[src/rtl/frame_sync_align_if.sv]
// Word-stream bundle for the frame synchroniser.
// master = stream source/consumer side, slave = synchroniser side.
interface frame_sync_align_if #(
  parameter int DATA_W = 8
);
  logic [DATA_W-1:0] din;
  logic              din_vld;
  logic [DATA_W-1:0] dout;
  logic              dout_vld;
  logic              dout_sof;
  logic              dout_eof;
  logic              locked;
  logic              frame_err;
  logic [15:0]       frame_cnt;

  modport master (
    output din, din_vld,
    input  dout, dout_vld, dout_sof, dout_eof,
    input  locked, frame_err, frame_cnt
  );

  modport slave (
    input  din, din_vld,
    output dout, dout_vld, dout_sof, dout_eof,
    output locked, frame_err, frame_cnt
  );
endinterface

[src/rtl/frame_sync_align.sv]
// Frame synchroniser: header hunt, lock verification,
// flywheel over header misses and payload forwarding.
module frame_sync_align #(
  parameter int DATA_W      = 8,
  parameter int HDR_LEN     = 2,
  parameter logic [DATA_W*HDR_LEN-1:0] HDR_PATTERN = 16'hEE33,
  parameter int PAYLOAD_LEN = 124,
  parameter int VERIFY_CNT  = 2,
  parameter int MISS_LIMIT  = 2
) (
  input logic               clk,
  input logic               rst,
  frame_sync_align_if.slave bus
);
  localparam int WW = DATA_W * HDR_LEN;
  localparam int PW = $clog2(PAYLOAD_LEN + 1);
  localparam int HW = $clog2(HDR_LEN + 1);
  localparam int GW = $clog2(VERIFY_CNT + 1);
  localparam int MW = $clog2(MISS_LIMIT + 1);

  typedef enum logic [1:0] {HUNT, PAYLOAD, CHECK} state_t;

  state_t            state_q, state_n;
  logic [WW-1:0]     win_q, win_n;
  logic [PW-1:0]     pay_q, pay_n;
  logic [HW-1:0]     idx_q, idx_n;
  logic [GW-1:0]     good_q, good_n;
  logic [MW-1:0]     miss_q, miss_n;
  logic              bad_q, bad_n;
  logic              fwd_q, fwd_n;
  logic              lock_q, lock_n;
  logic              err_q, err_n;
  logic [DATA_W-1:0] dout_q, dout_n;
  logic              vld_q, vld_n;
  logic              sof_q, sof_n;
  logic              eof_q, eof_n;
  logic [15:0]       fcnt_q, fcnt_n;

  logic [WW-1:0]     win_shift;
  logic [DATA_W-1:0] pat_word;
  logic              hit;
  logic              last_pay;
  logic              last_hdr;
  logic              match;
  logic              gate;
  logic [GW-1:0]     good_inc;

  assign win_shift = (win_q << DATA_W) | WW'(bus.din);
  assign hit       = (win_shift == HDR_PATTERN);
  assign pat_word  = DATA_W'(HDR_PATTERN >>
                     ((HDR_LEN - 1 - int'(idx_q)) * DATA_W));
  assign match     = (bus.din == pat_word);
  assign last_pay  = (pay_q == PW'(PAYLOAD_LEN - 1));
  assign last_hdr  = (idx_q == HW'(HDR_LEN - 1));
  assign good_inc  = (good_q < GW'(VERIFY_CNT)) ?
                     good_q + GW'(1) : good_q;

  // Next-state, counters and registered outputs
  always_comb begin
    state_n = state_q;
    win_n   = win_q;
    pay_n   = pay_q;
    idx_n   = idx_q;
    good_n  = good_q;
    miss_n  = miss_q;
    bad_n   = bad_q;
    fwd_n   = fwd_q;
    lock_n  = lock_q;
    err_n   = 1'b0;
    dout_n  = dout_q;
    vld_n   = 1'b0;
    sof_n   = 1'b0;
    eof_n   = 1'b0;
    fcnt_n  = fcnt_q;
    gate    = fwd_q;
    if (bus.din_vld) begin
      win_n = win_shift;
      unique case (state_q)
        HUNT: begin
          if (hit) begin
            state_n = PAYLOAD;
            pay_n   = '0;
            good_n  = GW'(1);
            miss_n  = '0;
            lock_n  = (GW'(1) == GW'(VERIFY_CNT));
          end
        end
        PAYLOAD: begin
          gate  = (pay_q == '0) ? lock_q : fwd_q;
          fwd_n = gate;
          if (gate) begin
            dout_n = bus.din;
            vld_n  = 1'b1;
            sof_n  = (pay_q == '0);
            eof_n  = last_pay;
            if (last_pay) fcnt_n = fcnt_q + 16'd1;
          end
          if (last_pay) begin
            state_n = CHECK;
            pay_n   = '0;
            idx_n   = '0;
            bad_n   = 1'b0;
          end else begin
            pay_n = pay_q + PW'(1);
          end
        end
        CHECK: begin
          if (!bad_q && !match) begin
            err_n = 1'b1;
            if (!lock_q) begin
              good_n  = '0;
              state_n = HUNT;
            end else if (miss_q + MW'(1) == MW'(MISS_LIMIT)) begin
              miss_n  = '0;
              lock_n  = 1'b0;
              good_n  = '0;
              state_n = HUNT;
            end else begin
              miss_n = miss_q + MW'(1);
              bad_n  = 1'b1;
              if (last_hdr) begin
                state_n = PAYLOAD;
                pay_n   = '0;
              end else begin
                idx_n = idx_q + HW'(1);
              end
            end
          end else if (last_hdr) begin
            if (!bad_q) begin
              good_n = good_inc;
              miss_n = '0;
              if (good_inc == GW'(VERIFY_CNT)) lock_n = 1'b1;
            end
            bad_n   = 1'b0;
            state_n = PAYLOAD;
            pay_n   = '0;
          end else begin
            idx_n = idx_q + HW'(1);
          end
        end
        default: state_n = HUNT;
      endcase
    end
  end

  // State and output registers
  always_ff @(posedge clk or posedge rst) begin
    if (rst) begin
      state_q <= HUNT;
      win_q   <= '0;
      pay_q   <= '0;
      idx_q   <= '0;
      good_q  <= '0;
      miss_q  <= '0;
      bad_q   <= 1'b0;
      fwd_q   <= 1'b0;
      lock_q  <= 1'b0;
      err_q   <= 1'b0;
      dout_q  <= '0;
      vld_q   <= 1'b0;
      sof_q   <= 1'b0;
      eof_q   <= 1'b0;
      fcnt_q  <= '0;
    end else begin
      state_q <= state_n;
      win_q   <= win_n;
      pay_q   <= pay_n;
      idx_q   <= idx_n;
      good_q  <= good_n;
      miss_q  <= miss_n;
      bad_q   <= bad_n;
      fwd_q   <= fwd_n;
      lock_q  <= lock_n;
      err_q   <= err_n;
      dout_q  <= dout_n;
      vld_q   <= vld_n;
      sof_q   <= sof_n;
      eof_q   <= eof_n;
      fcnt_q  <= fcnt_n;
    end
  end

  assign bus.dout      = dout_q;
  assign bus.dout_vld  = vld_q;
  assign bus.dout_sof  = sof_q;
  assign bus.dout_eof  = eof_q;
  assign bus.locked    = lock_q;
  assign bus.frame_err = err_q;
  assign bus.frame_cnt = fcnt_q;
endmodule

[src/flat_wrapper.sv]
// flat-port wrapper written by rule: the top's interface ports become plain ports
module frame_sync_align_flat 
#(
  parameter int DATA_W      = 8,
  parameter int HDR_LEN     = 2,
  parameter logic [DATA_W*HDR_LEN-1:0] HDR_PATTERN = 16'hEE33,
  parameter int PAYLOAD_LEN = 124,
  parameter int VERIFY_CNT  = 2,
  parameter int MISS_LIMIT  = 2
)
  (clk, rst, bus_din, bus_din_vld, bus_dout, bus_dout_vld, bus_dout_sof, bus_dout_eof, bus_locked, bus_frame_err, bus_frame_cnt);
  frame_sync_align_if #(.DATA_W(DATA_W)) bus_i ();
  input logic clk;
  input logic rst;
  input wire logic [$bits(bus_i.din)-1:0] bus_din;
  input wire logic [$bits(bus_i.din_vld)-1:0] bus_din_vld;
  output wire logic [$bits(bus_i.dout)-1:0] bus_dout;
  output wire logic [$bits(bus_i.dout_vld)-1:0] bus_dout_vld;
  output wire logic [$bits(bus_i.dout_sof)-1:0] bus_dout_sof;
  output wire logic [$bits(bus_i.dout_eof)-1:0] bus_dout_eof;
  output wire logic [$bits(bus_i.locked)-1:0] bus_locked;
  output wire logic [$bits(bus_i.frame_err)-1:0] bus_frame_err;
  output wire logic [$bits(bus_i.frame_cnt)-1:0] bus_frame_cnt;
  assign bus_i.din = bus_din;
  assign bus_i.din_vld = bus_din_vld;
  assign bus_dout = bus_i.dout;
  assign bus_dout_vld = bus_i.dout_vld;
  assign bus_dout_sof = bus_i.dout_sof;
  assign bus_dout_eof = bus_i.dout_eof;
  assign bus_locked = bus_i.locked;
  assign bus_frame_err = bus_i.frame_err;
  assign bus_frame_cnt = bus_i.frame_cnt;
  frame_sync_align #(.DATA_W(DATA_W), .HDR_LEN(HDR_LEN), .HDR_PATTERN(HDR_PATTERN), .PAYLOAD_LEN(PAYLOAD_LEN), .VERIFY_CNT(VERIFY_CNT), .MISS_LIMIT(MISS_LIMIT)) u_core (.clk(clk), .rst(rst), .bus(bus_i));
endmodule
[config.mk]
export PLATFORM = sky130hd
export DESIGN_NAME = frame_sync_align_flat
export DESIGN_NICKNAME = d
export VERILOG_FILES = /design/src/rtl/frame_sync_align_if.sv /design/src/rtl/frame_sync_align.sv /design/src/flat_wrapper.sv
export SDC_FILE = /design/constraint.sdc
export NUM_CORES = 1
export LEC_CHECK = 0
export CORE_MARGIN = 2
export CORE_UTILIZATION = 50
export CTS_CLUSTER_SIZE = 24
export DETAILED_ROUTE_END_ITERATION = 10
export PLACE_DENSITY = 0.81
export SKIP_LAST_GASP = 1
export SLEW_MARGIN = 20
export SYNTH_ARGS = -nofsm -noshare
export SYNTH_HDL_FRONTEND = slang
export SYNTH_SLANG_ARGS = --single-unit
[constraint.sdc]
create_clock -name clk -period 3.24 [get_ports clk]
set_input_delay 0.486 -clock clk [delete_from_list [all_inputs] [get_ports clk]]
set_output_delay 0.486 -clock clk [all_outputs]
set_load 0.02 [all_outputs]
==> run_summary.xml, run 1 <==
<?xml version="1.0" encoding="UTF-8"?>
<metrics>
  <group name="critical_path">
    <metric name="critical_path_peak_fanout" unit="">12</metric>
    <metric name="required" unit="ns">3.43</metric>
    <metric name="timing_worst_setup_path_type" unit="">reg2reg</metric>
    <metric name="critical_path_arrival" unit="ns">3.08</metric>
    <metric name="critical_path.endpoint_type" unit="">flip-flop</metric>
    <metric name="start_kind" unit="">flip-flop</metric>
  </group>
  <group name="yosys">
    <metric name="netlist_area" unit="sq um">2972</metric>
    <metric name="synth_fp_nets" unit="">295</metric>
    <metric name="synth-seq-area-share" unit="">0.4547</metric>
    <metric name="synth.lib_cells_used.distinct" unit="">68</metric>
    <metric name="async_flop_share" unit="">1.000</metric>
    <metric name="post_synth.cell_area_avg" unit="sq um">10.88</metric>
    <metric name="synthCells" unit="">273</metric>
    <metric name="ys_ff_latch" unit="">54</metric>
    <metric name="yosys_most_used_dff" unit="">dfrtp_1</metric>
    <metric name="number_of_synthesized_flops_with_an_enable_pin" unit="">0</metric>
    <metric name="yosys_warnings" unit="">0</metric>
  </group>
  <group name="placed_design">
    <metric name="place_ws" unit="ns">0.3345</metric>
    <metric name="gp_routability_congestion" unit="">0.8796</metric>
    <metric name="io_buffer_count" unit="">39</metric>
    <metric name="placed_cells_incl_taps" unit="">382</metric>
    <metric name="dpl.hpwl" unit="mm">4.391</metric>
  </group>
  <group name="global_route">
    <metric name="grt_overflow" unit="">0</metric>
    <metric name="grt_start_max_net_pins" unit="">55</metric>
    <metric name="first_pass_grt_wire_length" unit="mm">9.970</metric>
    <metric name="antenna_violations_before_repair" unit="">0</metric>
    <metric name="grt_pass1_vias" unit="">2057</metric>
    <metric name="grtUsageTotal" unit="">0.1979</metric>
  </group>
  <group name="final_layout">
    <metric name="multiInputGateArea" unit="sq um">1501</metric>
    <metric name="layout_commonest_cell" unit="">dfrtp_1</metric>
    <metric name="regArea" unit="sq um">1351</metric>
    <metric name="flow.area_growth_from_synthesis" unit="%">19.03</metric>
    <metric name="post_layout_nonfiller_instances" unit="">390</metric>
    <metric name="n_fill_cell" unit="">508</metric>
    <metric name="fin_nets" unit="">336</metric>
    <metric name="layout.cells.most_common_list" unit="">54 x dfrtp_1, 39 x clkdlybuf4s50_1, 20 x nand2_1, 19 x mux2_2, 18 x inv_1</metric>
    <metric name="layout-drive-gt1-share" unit="">0.1587</metric>
    <metric name="antenna_cells" unit="">0</metric>
  </group>
  <group name="timing">
    <metric name="rsz0062_at_grt" unit="">no</metric>
    <metric name="headroom_to_the_max_slew_limit" unit="">0.5053</metric>
    <metric name="achievable-frequency" unit="MHz">346.2</metric>
    <metric name="hold_ws" unit="ns">0.4766</metric>
    <metric name="setup_ws" unit="ns">0.3517</metric>
    <metric name="timing_max_transition_violations_final" unit="">0</metric>
    <metric name="finalSetupViolations" unit="">0</metric>
    <metric name="final.setup.tns" unit="ns">0</metric>
    <metric name="worst-slew-pin-transition" unit="ns">0.7420</metric>
    <metric name="skew" unit="ns">0.008631</metric>
    <metric name="post-route-period-util" unit="">0.8915</metric>
    <metric name="timing_hold_violations_final" unit="">0</metric>
    <metric name="fin_crit" unit="ns">2.888</metric>
  </group>
  <group name="drt">
    <metric name="drt_iter0_drc" unit="">145</metric>
    <metric name="viasPerCell" unit="">5.928</metric>
    <metric name="detail_route.wirelength" unit="mm">6.097</metric>
    <metric name="drc" unit="">0</metric>
    <metric name="num_vias" unit="">2312</metric>
    <metric name="wl_per_cell" unit="um">15.63</metric>
    <metric name="dr.pass1.iters" unit="">4</metric>
    <metric name="drt_antenna_net_count" unit="">0</metric>
  </group>
  <group name="floorplanning">
    <metric name="std_cell_rows" unit="">28</metric>
    <metric name="io-pin-count" unit="">40</metric>
    <metric name="core" unit="sq um">5816</metric>
    <metric name="die_w" unit="um">81.09</metric>
    <metric name="die_h" unit="um">81.09</metric>
    <metric name="die-area" unit="sq um">6576</metric>
    <metric name="initial_core_util" unit="">0.5110</metric>
  </group>
  <group name="power_and_ir_drop">
    <metric name="p_leak" unit="nW">1.453</metric>
    <metric name="p_total" unit="mW">2.466</metric>
    <metric name="vdd_ir_drop_max" unit="V">0.0003289</metric>
    <metric name="power_density" unit="nW/um^2">697.2</metric>
  </group>
  <group name="clock_network">
    <metric name="cts-htree-levels" unit="">2</metric>
    <metric name="holdBufCountCts" unit="">0</metric>
    <metric name="cts.reportedPaths.clkPinSlew" unit="ns">0.10</metric>
    <metric name="cts_tree" unit="">done</metric>
    <metric name="cts_max_path_buffers" unit="">2</metric>
    <metric name="clk_latency" unit="ns">0.31</metric>
    <metric name="postCtsResizedCells" unit="">0</metric>
    <metric name="root_buffer_cell" unit="">clkbuf_8</metric>
    <metric name="number_of_buffers_created_by_cts" unit="">5</metric>
    <metric name="post-cts-setup-buffer-count" unit="">0</metric>
    <metric name="cts_num_sinks" unit="">54</metric>
  </group>
  <group name="run_status">
    <metric name="status" unit="">completed</metric>
  </group>
  <group name="run">
    <metric name="number_of_max_capacitance_violations_reported" unit="">0</metric>
  </group>
  <group name="worst_hold_path">
    <metric name="min_path_type" unit="">reg2reg</metric>
  </group>
</metrics>
-- report_power, final --
part           leakage, nW  internal, mW  switching (mW)
clock               0.0478         0.176           0.227
sequential           0.708         0.812           0.113
combinational        0.697         0.483           0.655
-- layer usage --
layer | wire length, um | GRT usage
met5 | 0 | 0
met4 | 75 | 0.05763
met3 | 222 | 0.03778
met2 | 3009 | 0.3182
met1 | 2790 | 0.2733
-- worst paths after layout --
check | startpoint | endpoint | slack [ns] | cells after the start
max in group asynchronous | rst | u_core.pay_q[0]$_DFFE_PP0P_ | 2.13 | 3
min in group asynchronous | rst | u_core.bus.dout[0]$_DFFE_PP0P_ | 0.67 | 3
setup reg to reg | u_core.idx_q[1]$_DFFE_PP0P_ | u_core.pay_q[0]$_DFFE_PP0P_ | 0.35 | 7
setup / recovery | u_core.idx_q[1]$_DFFE_PP0P_ | u_core.pay_q[0]$_DFFE_PP0P_ | 0.35 | 7
hold reg to reg | u_core.fwd_q$_DFFE_PP0P_ | u_core.fwd_q$_DFFE_PP0P_ | 0.48 | 1
hold / removal | u_core.fwd_q$_DFFE_PP0P_ | u_core.fwd_q$_DFFE_PP0P_ | 0.48 | 1
-- stage by stage --
stage	util	cell area, sq um
floorplan	-	2972
global placement	0.5912	3438
detailed placement	0.5912	3438
CTS	0.6082	3537
global route	0.6082	3537
finish	0.6082	3537
-- flip-flops by register name, indices dropped and copies added (netlist names), 2 cells and up --
register              flops
u_core.miss_q             2
u_core.win_q              8
u_core.state_q            2
u_core.pay_q              7
u_core.bus.dout           8
u_core.good_q             2
u_core.idx_q              2
u_core.bus.frame_cnt     16
-- cell type report --
| class | instances | share of cell area |
|---|---|---|
| clock buffers | 6 | 0.02335 |
| clock inverters | 2 | 0.004599 |
| inverters | 19 | 0.02016 |
| multi-input cells | 191 | 0.4245 |
| flip-flops and latches | 54 | 0.3820 |
| well taps | 75 | 0.02653 |
| repair buffers | 43 | 0.1189 |
-- cells in the mapped netlist (all sizes together), types with 2 or more instances --
master / n / area, sq um
dfrtp: 54 / 1351
a21o: 2 / 15.01
mux2: 20 / 225.2
o41ai: 7 / 87.59
a41oi: 2 / 17.52
nor2: 9 / 33.78
o311ai: 2 / 17.52
o211ai: 2 / 15.01
o21ai: 5 / 25.02
or2: 2 / 12.51
a31o: 2 / 17.52
nor3: 2 / 10.01
nand3: 17 / 85.08
nand4b: 2 / 17.52
nand4: 10 / 62.56
o22ai: 2 / 18.77
ha: 11 / 137.6
and3: 6 / 37.54
nor4: 3 / 18.77
inv: 19 / 71.32
mux2i: 3 / 30.03
a21oi: 5 / 28.78
a211oi: 2 / 20.02
o22a: 3 / 26.28
nand2b: 2 / 12.51
buf: 4 / 28.78
and2: 5 / 31.28
a31oi: 2 / 12.51
xnor2: 14 / 122.6
a221oi: 2 / 17.52
a2111oi: 2 / 36.29
clkbuf: 5 / 18.77
o2111ai: 2 / 17.52
nand2: 21 / 86.33
-- critical path, stage by stage (launching register included) --
cell and delay (ns):
dfrtp_1 0.41, inv_1 0.12, ha_1 0.46, o21bai_1 0.18
mux2i_1 0.23, a311oi_2 0.66, o21a_2 0.37, mux2_1 0.34
-- kinds of logic after synthesis --
| family | synth area share |
|---|---|
| fa+ha+maj | 0.04632 |
| flops | 0.4547 |
| buf+inv | 0.04000 |
| compound gates | 0.1726 |
| xor+xnor | 0.04421 |
| mux | 0.08590 |
| simple gates | 0.1562 |
(Power assumes the default switching activity.)
==> run 2, diff against run 1 <==
Settings changed: CORE_ASPECT_RATIO set to 0.9, CTS_BUF_LIST set to sky130_fd_sc_hd__clkbuf_8.
==> run_summary.xml, run 2 (synthesis gave the netlist of run 1 again) <==
<?xml version="1.0" encoding="UTF-8"?>
<metrics>
  <group name="final_layout">
    <metric name="fin_nets" unit="">336</metric>
    <metric name="flow.area_growth_from_synthesis" unit="%">20.29</metric>
    <metric name="largest_reg_flops" unit="">16</metric>
    <metric name="post_layout_nonfiller_instances" unit="">385</metric>
    <metric name="n_fill_cell" unit="">483</metric>
    <metric name="layout-drive-gt1-share" unit="">0.1587</metric>
    <metric name="multiInputGateArea" unit="sq um">1501</metric>
    <metric name="layout.cell_area.non_filler" unit="sq um">3575</metric>
    <metric name="antenna_cells" unit="">0</metric>
    <metric name="layout.cells.most_common_list" unit="">54 x dfrtp_1, 39 x clkdlybuf4s50_1, 20 x nand2_1, 19 x mux2_2, 18 x inv_1</metric>
    <metric name="layout_commonest_cell" unit="">dfrtp_1</metric>
    <metric name="regArea" unit="sq um">1351</metric>
  </group>
  <group name="run">
    <metric name="number_of_max_capacitance_violations_reported" unit="">0</metric>
  </group>
  <group name="global_route">
    <metric name="grt_overflow" unit="">0</metric>
    <metric name="first_pass_grt_wire_length" unit="mm">11.14</metric>
    <metric name="grt_start_max_net_pins" unit="">30</metric>
    <metric name="antenna_violations_before_repair" unit="">0</metric>
    <metric name="grtUsageTotal" unit="">0.2070</metric>
    <metric name="grt_pass1_vias" unit="">2380</metric>
  </group>
  <group name="power_and_ir_drop">
    <metric name="p_leak" unit="nW">1.477</metric>
    <metric name="vdd_ir_drop_max" unit="V">0.0003835</metric>
    <metric name="p_total" unit="mW">2.608</metric>
    <metric name="power_density" unit="nW/um^2">729.5</metric>
  </group>
  <group name="clock_network">
    <metric name="cts-htree-levels" unit="">2</metric>
    <metric name="postCtsResizedCells" unit="">0</metric>
    <metric name="cts_max_path_buffers" unit="">2</metric>
    <metric name="holdBufCountCts" unit="">0</metric>
    <metric name="clk_latency" unit="ns">0.31</metric>
    <metric name="cts_tree" unit="">done</metric>
    <metric name="cts_num_sinks" unit="">54</metric>
    <metric name="post-cts-setup-buffer-count" unit="">0</metric>
    <metric name="cts.reportedPaths.clkPinSlew" unit="ns">0.10</metric>
    <metric name="root_buffer_cell" unit="">clkbuf_8</metric>
    <metric name="number_of_buffers_created_by_cts" unit="">5</metric>
  </group>
  <group name="critical_path">
    <metric name="critical_path.endpoint_type" unit="">flip-flop</metric>
    <metric name="startpoint" unit="">u_core.idx_q[1]$_DFFE_PP0P_</metric>
    <metric name="r2r_setup_slack" unit="ns">0.46</metric>
    <metric name="rr_endpoint" unit="">u_core.pay_q[0]$_DFFE_PP0P_</metric>
    <metric name="start_kind" unit="">flip-flop</metric>
    <metric name="timing.critical_path.to" unit="">u_core.pay_q[0]$_DFFE_PP0P_</metric>
    <metric name="timing_worst_setup_path_type" unit="">reg2reg</metric>
    <metric name="critical_path_peak_fanout" unit="">12</metric>
    <metric name="rr_worst_depth" unit="">7</metric>
    <metric name="timing.rr.start" unit="">u_core.idx_q[1]$_DFFE_PP0P_</metric>
    <metric name="required" unit="ns">3.44</metric>
    <metric name="critical_path_arrival" unit="ns">2.98</metric>
  </group>
  <group name="timing">
    <metric name="rsz0062_at_grt" unit="">no</metric>
    <metric name="skew" unit="ns">0.005263</metric>
    <metric name="fin_crit" unit="ns">2.784</metric>
    <metric name="headroom_to_the_max_slew_limit" unit="">0.5464</metric>
    <metric name="worst-slew-pin-transition" unit="ns">0.6804</metric>
    <metric name="finalSetupViolations" unit="">0</metric>
    <metric name="final.setup.tns" unit="ns">0</metric>
    <metric name="timing_hold_violations_final" unit="">0</metric>
    <metric name="timing_max_transition_violations_final" unit="">0</metric>
    <metric name="post-route-period-util" unit="">0.8593</metric>
    <metric name="achievable-frequency" unit="MHz">359.2</metric>
  </group>
  <group name="floorplanning">
    <metric name="io-pin-count" unit="">40</metric>
    <metric name="initial_core_util" unit="">0.5190</metric>
    <metric name="std_cell_rows" unit="">26</metric>
    <metric name="die_w" unit="um">85.26</metric>
    <metric name="core" unit="sq um">5725</metric>
    <metric name="die_h" unit="um">77.14</metric>
    <metric name="die-area" unit="sq um">6577</metric>
  </group>
  <group name="placed_design">
    <metric name="gp_routability_congestion" unit="">0.8833</metric>
    <metric name="dpl.hpwl" unit="mm">4.513</metric>
    <metric name="io_buffer_count" unit="">39</metric>
    <metric name="postPlaceCellArea" unit="sq um">3432</metric>
    <metric name="placed_cells_incl_taps" unit="">377</metric>
  </group>
  <group name="drt">
    <metric name="dr.pass1.iters" unit="">4</metric>
    <metric name="drt_antenna_net_count" unit="">0</metric>
    <metric name="num_vias" unit="">2281</metric>
    <metric name="wl_per_cell" unit="um">16.74</metric>
    <metric name="drt_iter0_drc" unit="">159</metric>
    <metric name="viasPerCell" unit="">5.925</metric>
    <metric name="drc" unit="">0</metric>
    <metric name="detail_route.wirelength" unit="mm">6.446</metric>
  </group>
  <group name="run_status">
    <metric name="status" unit="">completed</metric>
  </group>
  <group name="worst_hold_path">
    <metric name="min_path_type" unit="">in2async</metric>
  </group>
</metrics>
run 2: cell types whose count changed in the layout (fill, tap and decap cells not counted):
cell and delta:
bufinv_16 +2, clkinvlp_4 -1, inv_6 -1
run 2: worst max-delay path: stages, from the launching register on:
cell	delay (ns)
dfrtp_1	0.41
inv_1	0.11
ha_1	0.45
o21bai_1	0.17
mux2i_1	0.23
a311oi_2	0.62
o21a_2	0.35
mux2_1	0.33
run 2: per-layer routing:
| layer | up-vias | share of wire | global-route usage |
|---|---|---|---|
| met1 | 1108 | 0.47 | 0.2872 |
| met5 | - | 0 | 0 |
| met4 | 0 | 0.0098 | 0.06190 |
| met3 | 7 | 0.048 | 0.03983 |
| li1 | 1097 | - | - |
| met2 | 69 | 0.47 | 0.3289 |
run 2: how the worst min path moves through the flow:
stage,slack [ns],depth (start not counted),from,end
after floorplan,0.44,1,u_core.fwd_q$_DFFE_PP0P_,u_core.fwd_q$_DFFE_PP0P_
after global placement,0.46,1,u_core.fwd_q$_DFFE_PP0P_,u_core.fwd_q$_DFFE_PP0P_
after detailed placement,0.47,1,u_core.fwd_q$_DFFE_PP0P_,u_core.fwd_q$_DFFE_PP0P_
after CTS,0.39,2,rst,u_core.win_q[0]$_DFFE_PP0P_
after global routing,0.40,2,rst,u_core.win_q[0]$_DFFE_PP0P_
final,0.39,2,rst,u_core.win_q[0]$_DFFE_PP0P_
run 2: area by class of cell:
type | count | share of cell area
inverter | 19 | 0.01995
clock buffer | 6 | 0.02310
multi-input combinational | 191 | 0.4200
timing repair buffer | 43 | 0.1176
clock inverter | 2 | 0.01680
sequential | 54 | 0.3780
tap | 70 | 0.02450
run 2: stage by stage:
| step | worst slack [ns] | utilization | hold WS (ns) |
|---|---|---|---|
| 2_1_floorplan | 0.9866 | - | 0.4404 |
| 3_3_place_gp | 0.4036 | 0.5994 | 0.4578 |
| 3_5_place_dp | 0.3777 | 0.5994 | 0.4690 |
| 4_1_cts | 0.4539 | 0.6243 | 0.3874 |
| 5_1_grt | 0.2273 | 0.6243 | 0.3987 |
| 6_report | 0.4558 | 0.6243 | 0.3907 |
run 2: where the power goes:
group          switching, mW  leakage, nW  internal, mW  total [mW]
sequential             0.114        0.708         0.812       0.926
clock                  0.220       0.0714         0.329       0.549
combinational          0.658        0.697         0.475        1.13
total                  0.992         1.48          1.62        2.61
==> run 3, diff against run 2 <==
Settings changed: ABC_CLOCK_PERIOD_IN_PS set to 3240.
==> results of run 3 <==
No change in the layout: final DEF, timing and power equal those of run 2.
